## config.mk

```make
export PLATFORM = sky130hd
export DESIGN_NAME = datapath_wb
export DESIGN_NICKNAME = d
export VERILOG_FILES = /design/src/rtl/datapath_wb.sv
export SDC_FILE = /design/constraint.sdc
export NUM_CORES = 1
export LEC_CHECK = 0
export ABC_AREA = 1
export ABC_CLOCK_PERIOD_IN_PS = 5730
export CAP_MARGIN = 20
export CELL_PAD_IN_SITES_DETAIL_PLACEMENT = 0
export CELL_PAD_IN_SITES_GLOBAL_PLACEMENT = 1
export CORE_MARGIN = 1.5
export CORE_UTILIZATION = 50
export CTS_CLUSTER_SIZE = 25
export DETAILED_ROUTE_END_ITERATION = 7
export HOLD_SLACK_MARGIN = 0.1
export PLACE_DENSITY_LB_ADDON = 0.08
export SYNTH_ARGS = -nofsm -noshare
export SYNTH_HDL_FRONTEND = slang
export SYNTH_SLANG_ARGS = --single-unit
export TNS_END_PERCENT = 30
```

## constraint.sdc

```tcl
create_clock -name clk -period 5.73 [get_ports clk]
set_input_delay 0.8595 -clock clk [delete_from_list [all_inputs] [get_ports clk]]
set_output_delay 0.8595 -clock clk [all_outputs]
set_load 0.005 [all_outputs]
```

## src/rtl/datapath_wb.sv

```systemverilog
// Two-stage register-file ALU: operand fetch into stage 1, then ALU, write-back, flags and result register.
// Latency 2 cycles, one op per cycle; hazards stall one cycle unless FORWARDING_EN bypasses the ALU result.
module datapath_wb #(
  parameter int WIDTH = 16,
  parameter int REGS  = 16,
  localparam int AW   = $clog2(REGS)
) (
  input  logic             clk,
  input  logic             reset,
  input  logic             in_valid,
  output logic             in_ready,
  input  logic [4:0]       op,
  input  logic [AW-1:0]    sel_a,
  input  logic [AW-1:0]    sel_b,
  input  logic [AW-1:0]    sel_d,
  input  logic             wr_en,
  input  logic [WIDTH-1:0] imm,
  input  logic             flags_clr,
  output logic             out_valid,
  output logic [WIDTH-1:0] result,
  output logic [AW-1:0]    out_dst,
  output logic [3:0]       flags_zcso
);

  localparam int MSB = WIDTH - 1;

  localparam logic [4:0] OP_ADD  = 5'd0;
  localparam logic [4:0] OP_SUB  = 5'd1;
  localparam logic [4:0] OP_AND  = 5'd2;
  localparam logic [4:0] OP_OR   = 5'd3;
  localparam logic [4:0] OP_XOR  = 5'd4;
  localparam logic [4:0] OP_NOT  = 5'd5;
  localparam logic [4:0] OP_SHL  = 5'd6;
  localparam logic [4:0] OP_SHR  = 5'd7;
  localparam logic [4:0] OP_PASS = 5'd8;
  localparam logic [4:0] OP_ADDI = 5'd9;

  logic [WIDTH-1:0] rf_q [REGS];

  logic             s1_vld_q;
  logic [4:0]       s1_op_q;
  logic [AW-1:0]    s1_dst_q;
  logic             s1_we_q;
  logic [WIDTH-1:0] s1_imm_q;
  logic [WIDTH-1:0] s1_a_q;
  logic [WIDTH-1:0] s1_b_q;

  logic             out_valid_q;
  logic [WIDTH-1:0] result_q;
  logic [AW-1:0]    out_dst_q;
  logic [3:0]       flags_q;

  logic             s1_nop;
  logic             s1_writes;
  logic             haz_a;
  logic             haz_b;
  logic             accept;
  logic [WIDTH-1:0] opa_d;
  logic [WIDTH-1:0] opb_d;
  logic [WIDTH-1:0] add_b;
  logic [WIDTH:0]   ext;
  logic [WIDTH-1:0] alu_res;
  logic             alu_c;
  logic             alu_o;
  logic [3:0]       alu_flags;

  assign s1_nop    = (s1_op_q > OP_ADDI);
  assign s1_writes = s1_vld_q & s1_we_q & ~s1_nop;
  assign haz_a     = s1_writes & (s1_dst_q == sel_a);
  assign haz_b     = s1_writes & (s1_dst_q == sel_b);

`ifdef FORWARDING_EN
  assign in_ready = reset;
  assign opa_d    = haz_a ? alu_res : rf_q[sel_a];
  assign opb_d    = haz_b ? alu_res : rf_q[sel_b];
`else
  // Reads see the pre-write value, so a dependent op waits for the write-back edge.
  assign in_ready = reset & ~(haz_a | haz_b);
  assign opa_d    = rf_q[sel_a];
  assign opb_d    = rf_q[sel_b];
`endif

  assign accept = in_valid & in_ready;
  assign add_b  = (s1_op_q == OP_ADDI) ? s1_imm_q : s1_b_q;

  always_comb begin
    alu_res = '0;
    alu_c   = 1'b0;
    alu_o   = 1'b0;
    ext     = '0;
    case (s1_op_q)
      OP_ADD, OP_ADDI: begin
        ext     = {1'b0, s1_a_q} + {1'b0, add_b};
        alu_res = ext[MSB:0];
        alu_c   = ext[WIDTH];
        alu_o   = (s1_a_q[MSB] == add_b[MSB]) && (alu_res[MSB] != s1_a_q[MSB]);
      end
      OP_SUB: begin
        // The extra top bit of the widened difference is the unsigned borrow.
        ext     = {1'b0, s1_a_q} - {1'b0, s1_b_q};
        alu_res = ext[MSB:0];
        alu_c   = ext[WIDTH];
        alu_o   = (s1_a_q[MSB] != s1_b_q[MSB]) && (alu_res[MSB] != s1_a_q[MSB]);
      end
      OP_AND:  alu_res = s1_a_q & s1_b_q;
      OP_OR:   alu_res = s1_a_q | s1_b_q;
      OP_XOR:  alu_res = s1_a_q ^ s1_b_q;
      OP_NOT:  alu_res = ~s1_a_q;
      OP_SHL: begin
        alu_res = {s1_a_q[MSB-1:0], 1'b0};
        alu_c   = s1_a_q[MSB];
      end
      OP_SHR: begin
        alu_res = {1'b0, s1_a_q[MSB:1]};
        alu_c   = s1_a_q[0];
      end
      OP_PASS: alu_res = s1_imm_q;
      default: alu_res = '0;
    endcase
    alu_flags = {(alu_res == '0), alu_c, alu_res[MSB], alu_o};
  end

  always_ff @(posedge clk or negedge reset) begin
    if (!reset) begin
      s1_vld_q <= 1'b0;
      s1_op_q  <= '0;
      s1_dst_q <= '0;
      s1_we_q  <= 1'b0;
      s1_imm_q <= '0;
      s1_a_q   <= '0;
      s1_b_q   <= '0;
    end else begin
      s1_vld_q <= accept;
      if (accept) begin
        s1_op_q  <= op;
        s1_dst_q <= sel_d;
        s1_we_q  <= wr_en;
        s1_imm_q <= imm;
        s1_a_q   <= opa_d;
        s1_b_q   <= opb_d;
      end
    end
  end

  always_ff @(posedge clk or negedge reset) begin
    if (!reset) begin
      out_valid_q <= 1'b0;
      result_q    <= '0;
      out_dst_q   <= '0;
      flags_q     <= '0;
      for (int i = 0; i < REGS; i++) rf_q[i] <= '0;
    end else begin
      out_valid_q <= s1_vld_q;
      if (s1_vld_q) begin
        result_q  <= alu_res;
        out_dst_q <= s1_dst_q;
      end
      if (s1_writes) rf_q[s1_dst_q] <= alu_res;
      if (flags_clr) flags_q <= '0;
      else if (s1_vld_q && !s1_nop) flags_q <= alu_flags;
    end
  end

  assign out_valid  = out_valid_q;
  assign result     = result_q;
  assign out_dst    = out_dst_q;
  assign flags_zcso = flags_q;

endmodule

```

# Yosys cells after proc, flatten, opt, wreduce, memory -nomap -nowiden
# Index checks and enable logic that the tools add are counted.
# totals
ff_bits,340
in_bits,38
output_inout_bits,26
# op_classes
n_addsub,2
magnitude_cmp,5
n_eq_ne,15
muxes,15
n_bitwise,16
n_reduce_logical,9
# op_table
op,n
256-bit bitwise mux,1
16-bit one-hot mux with 9 select lines,1
16-bit binary-select mux with 4-bit select,2
16-bit 2-to-1 mux,6
16-bit demux with 4-bit select,1
"5-bit by 3-bit equality test with 1-bit output, second input constant",4
16-bit by 16-bit adder with 17-bit output,1
16-bit by 16-bit subtractor with 17-bit output,1
16-bit AND,1
16-bit zero test,1
16-bit NOT,1
16-bit bitwise OR,1
16-bit bitwise XOR,1
"5-bit greater-or-equal comparator, second input constant",3
4-bit NOT with 5-bit output,3
"5-bit by 2-bit equality test with 1-bit output, second input constant",2
"5-bit by 4-bit equality test with 1-bit output, second input constant",2
4-bit equality test,2
4-bit 2-to-1 mux,2
1-bit AND,6
"5-bit by 1-bit equality test with 1-bit output, second input constant",1
"5-bit by 4-bit greater-than comparator with 1-bit output, second input constant",1
5-bit zero test,1
"5-bit by 1-bit less-than comparator with 1-bit output, second input constant",1
other kinds (10),16

# Logic depth before layout (Yosys ltp)
# Gate-level depths: netlist of the first run.
# logic_depth
word_depth,8
ltp_mapped,23
mapped_depth_nobuf,22

# Least setup slack after synthesis of the first run
# Ideal clock, no wire load.
# synth_timing
kind,register to register
from,reg s1_op_q[1]
to,reg rf_q[152] in the netlist's numbering
setup_ns,0.135
t_arrival_ns,3.000
t_required_ns,5.595
slack_ns,2.595
stages_incl_launch_ff,19
path_buffers,3
path_cell_list,dfrtp_1 > buf_2 > nor2_2 > nand2_1 > clkbuf_1 > nor2_1 > a21oi_1 > ha_1 > fa_1 > nand3_1 > nand2_1 > nand2_1 > nand2_1 > or2_2 > nand3_1 > nand2_1 > nor2_2 > clkbuf_1 > o21ai_0
# synth_between
elab_chain_cells,5
elab_cells_between_ends,18
classes_between,add/sub: 1; order compare: 1; eq/ne: 9; mux: 3; bitwise: 2; reduce/logical: 2
# synth_rtl
item,line_no,rtl
"start, declared",41,logic [4:0] s1_op_q;
"start signal, assigned",135,s1_op_q <= op;
5-bit by 4-bit equality test with 1-bit output,"84, 91",
16-bit 2-to-1 mux,84,assign add_b = (s1_op_q == OP_ADDI) ? s1_imm_q : s1_b_q;
16-bit by 16-bit adder with 17-bit output,93,"ext = {1'b0, s1_a_q} + {1'b0, add_b};"
16-bit one-hot mux with 9 select lines,91,case (s1_op_q)
256-bit bitwise mux,158,if (s1_writes) rf_q[s1_dst_q] <= alu_res;
"end signal, assigned by index",158,
"end, declared",38,logic [WIDTH-1:0] rf_q [REGS];
# Parallel ways exist; a longest one is shown, timed or not.
# A chain may end at the register's enable or synchronous reset.

# Final worst setup path of the first run
# layout_timing
from,reg s1_op_q[4]
to,reg flags_q[3] (netlist: flags_zcso[3])
# layout_between
elab_chain_cells,7
elab_cells_between_ends,21
classes_between,add/sub: 1; order compare: 1; eq/ne: 9; mux: 4; reduce/logical: 6
# layout_rtl
item,line_no,rtl
5-bit by 4-bit equality test with 1-bit output,"84, 91",
16-bit 2-to-1 mux,84,
16-bit by 16-bit adder with 17-bit output,93,
16-bit one-hot mux with 9 select lines,91,
16-bit zero test,120,"alu_flags = {(alu_res == '0), alu_c, alu_res[MSB], alu_o};"
4-bit 2-to-1 mux,160,else if (s1_vld_q && !s1_nop) flags_q <= alu_flags;
4-bit 2-to-1 mux,159,if (flags_clr) flags_q <= '0;
"end signal, assigned",160,
"end, declared",51,logic [3:0] flags_q;
# Parallel ways exist; a longest one is shown, timed or not. The select of a mux whose other input is x is not followed.

==> results of run 1 <==
-- kinds of logic after synthesis --
family | count (synthesis) | synth area share, %
simple gates | 1111 | 22.3
flops | 340 | 41.2
compound gates | 897 | 23.1
fa+ha+maj | 69 | 4.25
xor+xnor | 14 | 0.594
buf+inv | 458 | 8.61
-- stage by stage --
stage	power, mW	cell area [sq um]	utilization [%]	hold WS, ns	instances
2_1_floorplan	4.00	20700	-	0.413	2889
3_3_place_gp	4.72	21500	52.6	0.457	3331
3_5_place_dp	4.74	21500	52.7	0.462	3332
4_1_cts	7.53	22900	56.2	0.269	3404
5_1_grt	7.88	23000	56.3	0.300	3406
6_report	7.52	23000	56.3	0.268	3406
-- power groups by stage --
stage	Sequential, mW	Combinational (mW)	Clock [mW]
after CTS	2.86	1.85	2.82
after detailed placement	2.90	1.84	0
final	2.87	1.88	2.78
after global routing	2.89	2.09	2.89
after global placement	2.90	1.82	0
after floorplan	2.81	1.19	0
-- cell usage in the layout (no fill, tap or decap), drive strengths merged, types with 56 or more instances in the layout --
master	n
a21oi	214
clkbuf	63
clkdlybuf4s50	56
dfrtp	340
ha	67
inv	273
nand2	714
nand3	182
nor2	171
o211ai	90
o21ai	575
-- metal layers --
metal / wire, microns / track usage, % / vias up
met4: 3210 / 15.6 / 0
met1: 32800 / 49.6 / 9734
met2: 33200 / 55.0 / 854
met3: 5830 / 5.58 / 152
li1: - / - / 9529
met5: 0 / 0 / -
-- state kept, by name (all words and copies together), names as in the netlist --
| name | count |
|---|---|
| flags_zcso | 4 |
| out_dst | 4 |
| out_valid | 1 |
| result | 16 |
| rf_q | 256 |
| s1_a_q | 16 |
| s1_b_q | 16 |
| s1_dst_q | 4 |
| s1_imm_q | 16 |
| s1_op_q | 5 |
| s1_vld_q | 1 |
| s1_we_q | 1 |
-- critical path: stages, from the launching register on --
cell	delay (ns)
dfrtp_1	0.39
inv_1	0.30
nand2_1	0.12
nor2_2	0.22
nand2_1	0.66
o21ai_0	0.56
ha_1	0.31
nand3_1	0.09
nand3_1	0.14
nand3_1	0.17
nand2_1	0.13
nand2_1	0.15
nand3_1	0.08
nand2_1	0.07
nor2_1	0.06
nor2_2	0.68
nand2_1	0.11
nor2_1	0.21
nand3_1	0.10
nand2_1	0.07
-- worst max path at each step --
stage                     to  cells past startpoint  slack [ns]
2_1_floorplan      rf_q[152]                     18        2.60
3_3_place_gp   flags_zcso[3]                     21        1.27
3_5_place_dp   flags_zcso[3]                     21        1.17
4_1_cts        flags_zcso[3]                     21        1.15
5_1_grt        flags_zcso[3]                     21        0.74
6_report       flags_zcso[3]                     19        1.03
-- area by class of cell --
type	instances	share of cell area, %
Sequential cell	340	37.0
Tap cell	532	2.90
Multi-Input combinational cell	2091	45.1
Inverter	271	4.43
Clock inverter	9	0.675
Clock buffer	63	5.53
Timing Repair Buffer	100	4.34
==> run_results.csv, run 1 <==
group,metric,value,unit
outcome,status,"finished clean",
critical_path,r2r_end,"flags_zcso[3]",
synthesis,synth_nets,2996,
grt,grt_overflow_total,0,
clocking,cts_root_buffer,"clkbuf_16",
synthesis,synth-seq-cells,340,
critical_path,ff2ff_path_depth,19,
synthesis,yosysSeqAreaShare,41.2,%
critical_path,rrSetupSlack,1.03,ns
detailed_routing,drtAntennaViolNets,0,
critical_path,cp-startpoint,"s1_op_q[4]",
synthesis,synth_edf_count,0,
synthesis,synth_flop_cell,"dfrtp_1",
clocking,cts_tree,"yes",
clocking,path_clk_slew,0.06,ns
clocking,clockBufferDepth,3,
power_and_ir_drop,ir_drop,0.289,mV
power_and_ir_drop,p_sw_share,34.8,%
timing,timing.final.ws_setup,1.03,ns
synthesis,syn_inst,2889,
floorplanning,fp.dieW,206,microns
synthesis,yosys_warnings,0,
synthesis,syn-cell-area,20700,sq um
clocking,htreeDepth,2,
detailed_routing,dr.pass1.iters,6,
timing,grt_setup_unrepaired,"false",
timing,max_slew.worst_pin.slew,1.14,ns
hold_path,hold_path.class,"input pin to async pin",
critical_path,worstSetupPathType,"flop to flop",
flow_run,maxCapViolCount,0,
cells_and_area,diodes,0,
critical_path,critPathRequiredTime,6.23,ns
timing,fin_skew,0.0139,ns
floorplanning,fp-row-count,74,
synthesis,synth_top_area_cell,"dfrtp_1",
synthesis,synth_cell_types,37,
power_and_ir_drop,power_frac_clock,36.9,%
cells_and_area,drive_gt1_share,5.50,%
timing,slew_violations,0,
cells_and_area,fillers,3941,
timing,finalSetupViolCount,0,
critical_path,cp-start-kind,"flop",
grt,first_global_vias,18856,
timing,fmax,0.213,GHz
place,pre_cts_ws,1.17,ns
cells_and_area,multi_input_area,10400,sq um
detailed_routing,detail_route.wl_per_cell,22.1,microns
detailed_routing,vias,20269,
critical_path,cp.arrival,5.19,ns
detailed_routing,vias_per_cell,5.95,
clocking,cts_setup_buffers,0,
grt,antenna_found_initial,1,
cells_and_area,nets,2952,
cells_and_area,syn2layout_area_growth,11.3,%
detailed_routing,drt_iter0_drc,2373,
timing,hold_viol_final,0,
clocking,cts_buffers,41,
power_and_ir_drop,p_int,4.91,mW
synthesis,synth_top_cells_by_count,"nand2_1, o21ai_0, dfrtp_1",
grt,grt_usage,35.7,%
clocking,clk_latency,0.57,ns
power_and_ir_drop,power_density,327,nW/um^2
grt,grt_max_degree,163,
critical_path,r2r_start,"s1_op_q[4]",
clocking,cts.sinks,340,
floorplanning,io_pins,64,
detailed_routing,drt-total-wl,75100,microns
synthesis,yosysMostFrequentCell,"nand2_1",
power_and_ir_drop,p_sw,2.62,mW
detailed_routing,drc_errors,0,
floorplanning,start_util,50.6,%
timing,fin_tns_setup,0,ns
power_and_ir_drop,p_comb_share,25.0,%
floorplanning,dieHeight,206,microns
timing,slew_headroom,23.8,%
critical_path,critPathCaptureType,"flop",
place,hpwl,48300,microns
place,portBuffers,63,
timing,fin_crit_sh,82.0,%
timing,min_period,4.70,ns
place,gp_congestion,0.962,
synthesis,synth-async-reset-ratio,100,%
synthesis,yosys.area.top_type_share,41.2,%
grt,grt_pass1_wl,114000,microns
synthesis,avgSynthCellArea,7.15,sq um
clocking,holdBufCountCts,0,
floorplanning,fp.coreArea,40800,sq um
cells_and_area,seq_area,8510,sq um
power_and_ir_drop,seq_power_share,38.1,%
synthesis,synth_area_leaders,"dfrtp_1, o21ai_0, nand2_1",
floorplanning,fp.dieArea,42500,sq um
clocking,cts_resized,0,
critical_path,crit_fanout,33,
power_and_ir_drop,leakage,10.5,nW
Note: power is estimated with default switching activity, not from simulation.
==> run 2, diff against run 1 <==
- ABC_CLOCK_PERIOD_IN_PS: 5730 -> 4400
- CORE_UTILIZATION: 50 -> 46
- clock period: 5.73 -> 4.4 ns (I/O delays scaled with it)
==> run_results.csv, run 2 (same netlist as run 1, synthesis figures left out) <==
group,metric,value,unit
clocking,cts.sinks,340,
cells_and_area,fillers,4419,
clocking,cts_root_buffer,"clkbuf_16",
cells_and_area,diodes,0,
timing,min_period,3.59,ns
critical_path,worst-path-stages,17,
cells_and_area,final_common_cell,"nand2_1",
grt,antenna_found_initial,1,
cells_and_area,largest_reg_flops,256,
timing,grt_setup_unrepaired,"false",
timing,slew_headroom,24.2,%
clocking,clockBufferDepth,3,
timing,fin_skew,0.0188,ns
timing,fin_tns_setup,0,ns
place,hpwl,52100,microns
grt,use_met3,4.44,%
place,pre_cts_ws,0.884,ns
floorplanning,dieHeight,215,microns
critical_path,worst_path_dominant_cell_family,"simple AND/OR/NAND/NOR gates",
place,gp_congestion,0.952,
power_and_ir_drop,p_comb_share,26.7,%
critical_path,worstSetupPathType,"flop to flop",
clocking,path_clk_slew,0.06,ns
critical_path,crit_fanout,25,
clocking,holdBufCountCts,1,
place,placed_area,21800,sq um
clocking,clk_latency,0.58,ns
cells_and_area,nets,2974,
floorplanning,fp.dieArea,46200,sq um
timing,slew_violations,0,
timing,fin_crit_sh,81.6,%
clocking,cts_setup_buffers,0,
clocking,cts_resized,0,
critical_path,cp-start-kind,"flop",
timing,hold_viol_final,0,
clocking,htreeDepth,2,
grt,first_global_vias,18629,
hold_path,holdPathStages,2,
critical_path,cp-startpoint,"s1_op_q[0]",
detailed_routing,vias,20209,
timing,fmax,0.279,GHz
critical_path,r2r_end,"rf_q[122]",
power_and_ir_drop,ir_drop,0.291,mV
clocking,cts_tree,"yes",
power_and_ir_drop,seq_power_share,39.2,%
cells_and_area,multi_input_area,10400,sq um
critical_path,path_buf_inv,3,
critical_path,crit_chain,"nand2_1 -> nor2_2 -> nand2_1 -> buf_4 -> nor2_1 -> a21oi_1 -> ha_1 -> nand2_1 -> inv_1 -> nand2_1 -> nand2_1 -> a21oi_1 -> nand2_1 -> o21ai_0 -> nand3_1 -> inv_1 -> o21ai_0",
detailed_routing,drc_errors,0,
detailed_routing,dr.pass1.iters,8,
grt,grt_max_degree,153,
flow_run,maxCapViolCount,0,
grt,gr-usage-met1,49.8,%
timing,max_slew.worst_pin.slew,1.14,ns
detailed_routing,drtAntennaViolNets,0,
critical_path,rrSetupSlack,0.81,ns
power_and_ir_drop,power_frac_clock,34.1,%
cells_and_area,final_area,23000,sq um
critical_path,worstSetupEndpoint,"rf_q[122]",
grt,grt_usage,33.7,%
grt,grt_pass1_wl,118000,microns
floorplanning,start_util,46.7,%
hold_path,hold_path.class,"flop to flop",
detailed_routing,drt-total-wl,77900,microns
clocking,cts_buffers,40,
cells_and_area,drive_gt1_share,6.01,%
floorplanning,fp.coreArea,44200,sq um
grt,grt_overflow_total,0,
floorplanning,fp-row-count,77,
cells_and_area,final_cell_mix,"nand2_1, o21ai_0, dfrtp_1, inv_1, a21oi_1",
critical_path,r2r_start,"s1_op_q[0]",
power_and_ir_drop,leakage,10.5,nW
power_and_ir_drop,p_int,6.05,mW
grt,grt_most_used_layer,"met2",
cells_and_area,syn2layout_area_growth,11.3,%
power_and_ir_drop,power_density,413,nW/um^2
place,portBuffers,63,
floorplanning,fp.dieW,215,microns
critical_path,cpMostUsedCell,"nand2_1",
critical_path,critPathRequiredTime,4.84,ns
detailed_routing,drt_iter0_drc,2363,
floorplanning,io_pins,64,
critical_path,cp.arrival,4.03,ns
grt,gr-usage-met2,50.6,%
critical_path,ff2ff_path_depth,17,
timing,timing.final.ws_setup,0.812,ns
detailed_routing,vias_per_cell,5.80,
power_and_ir_drop,p_sw,3.45,mW
timing,finalSetupViolCount,0,
power_and_ir_drop,p_total,9.50,mW
critical_path,critPathCaptureType,"flop",
critical_path,worst_path_largest_cell_delay,0.49,ns
cells_and_area,largest_register,"rf_q",
detailed_routing,detail_route.wl_per_cell,22.3,microns
cells_and_area,seq_area,8510,sq um
outcome,status,"finished clean",
critical_path,crit_slowest_cell,"nand3_1",
power_and_ir_drop,p_sw_share,36.3,%
==> run 2: cell types whose count changed in the layout (fill, tap and decap cells not counted), sizes merged <==
cell and change:
clkinv +5, inv -1, clkinvlp +1, dlygate4sd3 +1, clkbuf -5, buf +22
bufinv -4
==> run 2: through the flow <==
step / hold WS (ns) / cells / utilization (%)
after floorplan: 0.364 / 2889 / -
after global placement: 0.464 / 3415 / 49.1
after detailed placement: 0.473 / 3416 / 49.2
after CTS: 0.487 / 3485 / 52.0
after global routing: 0.502 / 3485 / 52.0
final: 0.483 / 3485 / 52.0
==> run 2: layout make-up <==
class / count / area share [%]
multi-input combinational: 2091 / 45.1
sequential: 340 / 37.0
clock buffer: 58 / 5.04
timing repair buffer: 123 / 4.93
inverter: 271 / 4.42
tap: 592 / 3.22
clock inverter: 10 / 0.305
==> run 2: per-layer routing <==
layer  vias to the layer above  part of all wire (%)
met2                       797                    43
met4                         0                   3.1
met1                      9736                    46
met5                         -                     0
met3                       114                   7.1
li1                       9562                     -
==> run 2: worst min path at each step <==
stage	startpoint	end	slack, ns
floorplan	reset	flags_zcso[0]	0.36
global placement	out_dst[3]	out_dst[3]	0.46
detailed placement	rf_q[111]	rf_q[111]	0.47
CTS	rf_q[111]	rf_q[111]	0.49
global route	rf_q[104]	rf_q[104]	0.50
finish	rf_q[15]	rf_q[15]	0.48
==> run 2: power by group through the flow <==
| stage | clock (mW) | combinational [mW] | sequential [mW] |
|---|---|---|---|
| after floorplan | 0 | 1.55 | 3.66 |
| after global placement | 0 | 2.49 | 3.77 |
| after detailed placement | 0 | 2.50 | 3.77 |
| after CTS | 3.28 | 2.51 | 3.72 |
| after global routing | 3.40 | 2.81 | 3.76 |
| final | 3.24 | 2.53 | 3.73 |
==> run 2: worst min-delay path, delay by kind of cell (launching register included) <==
kind	cells	cell delay, ns
AO/OA/AOI/OAI	1	0.05
flip-flops	1	0.34
AND/OR/NAND/NOR	1	0.05
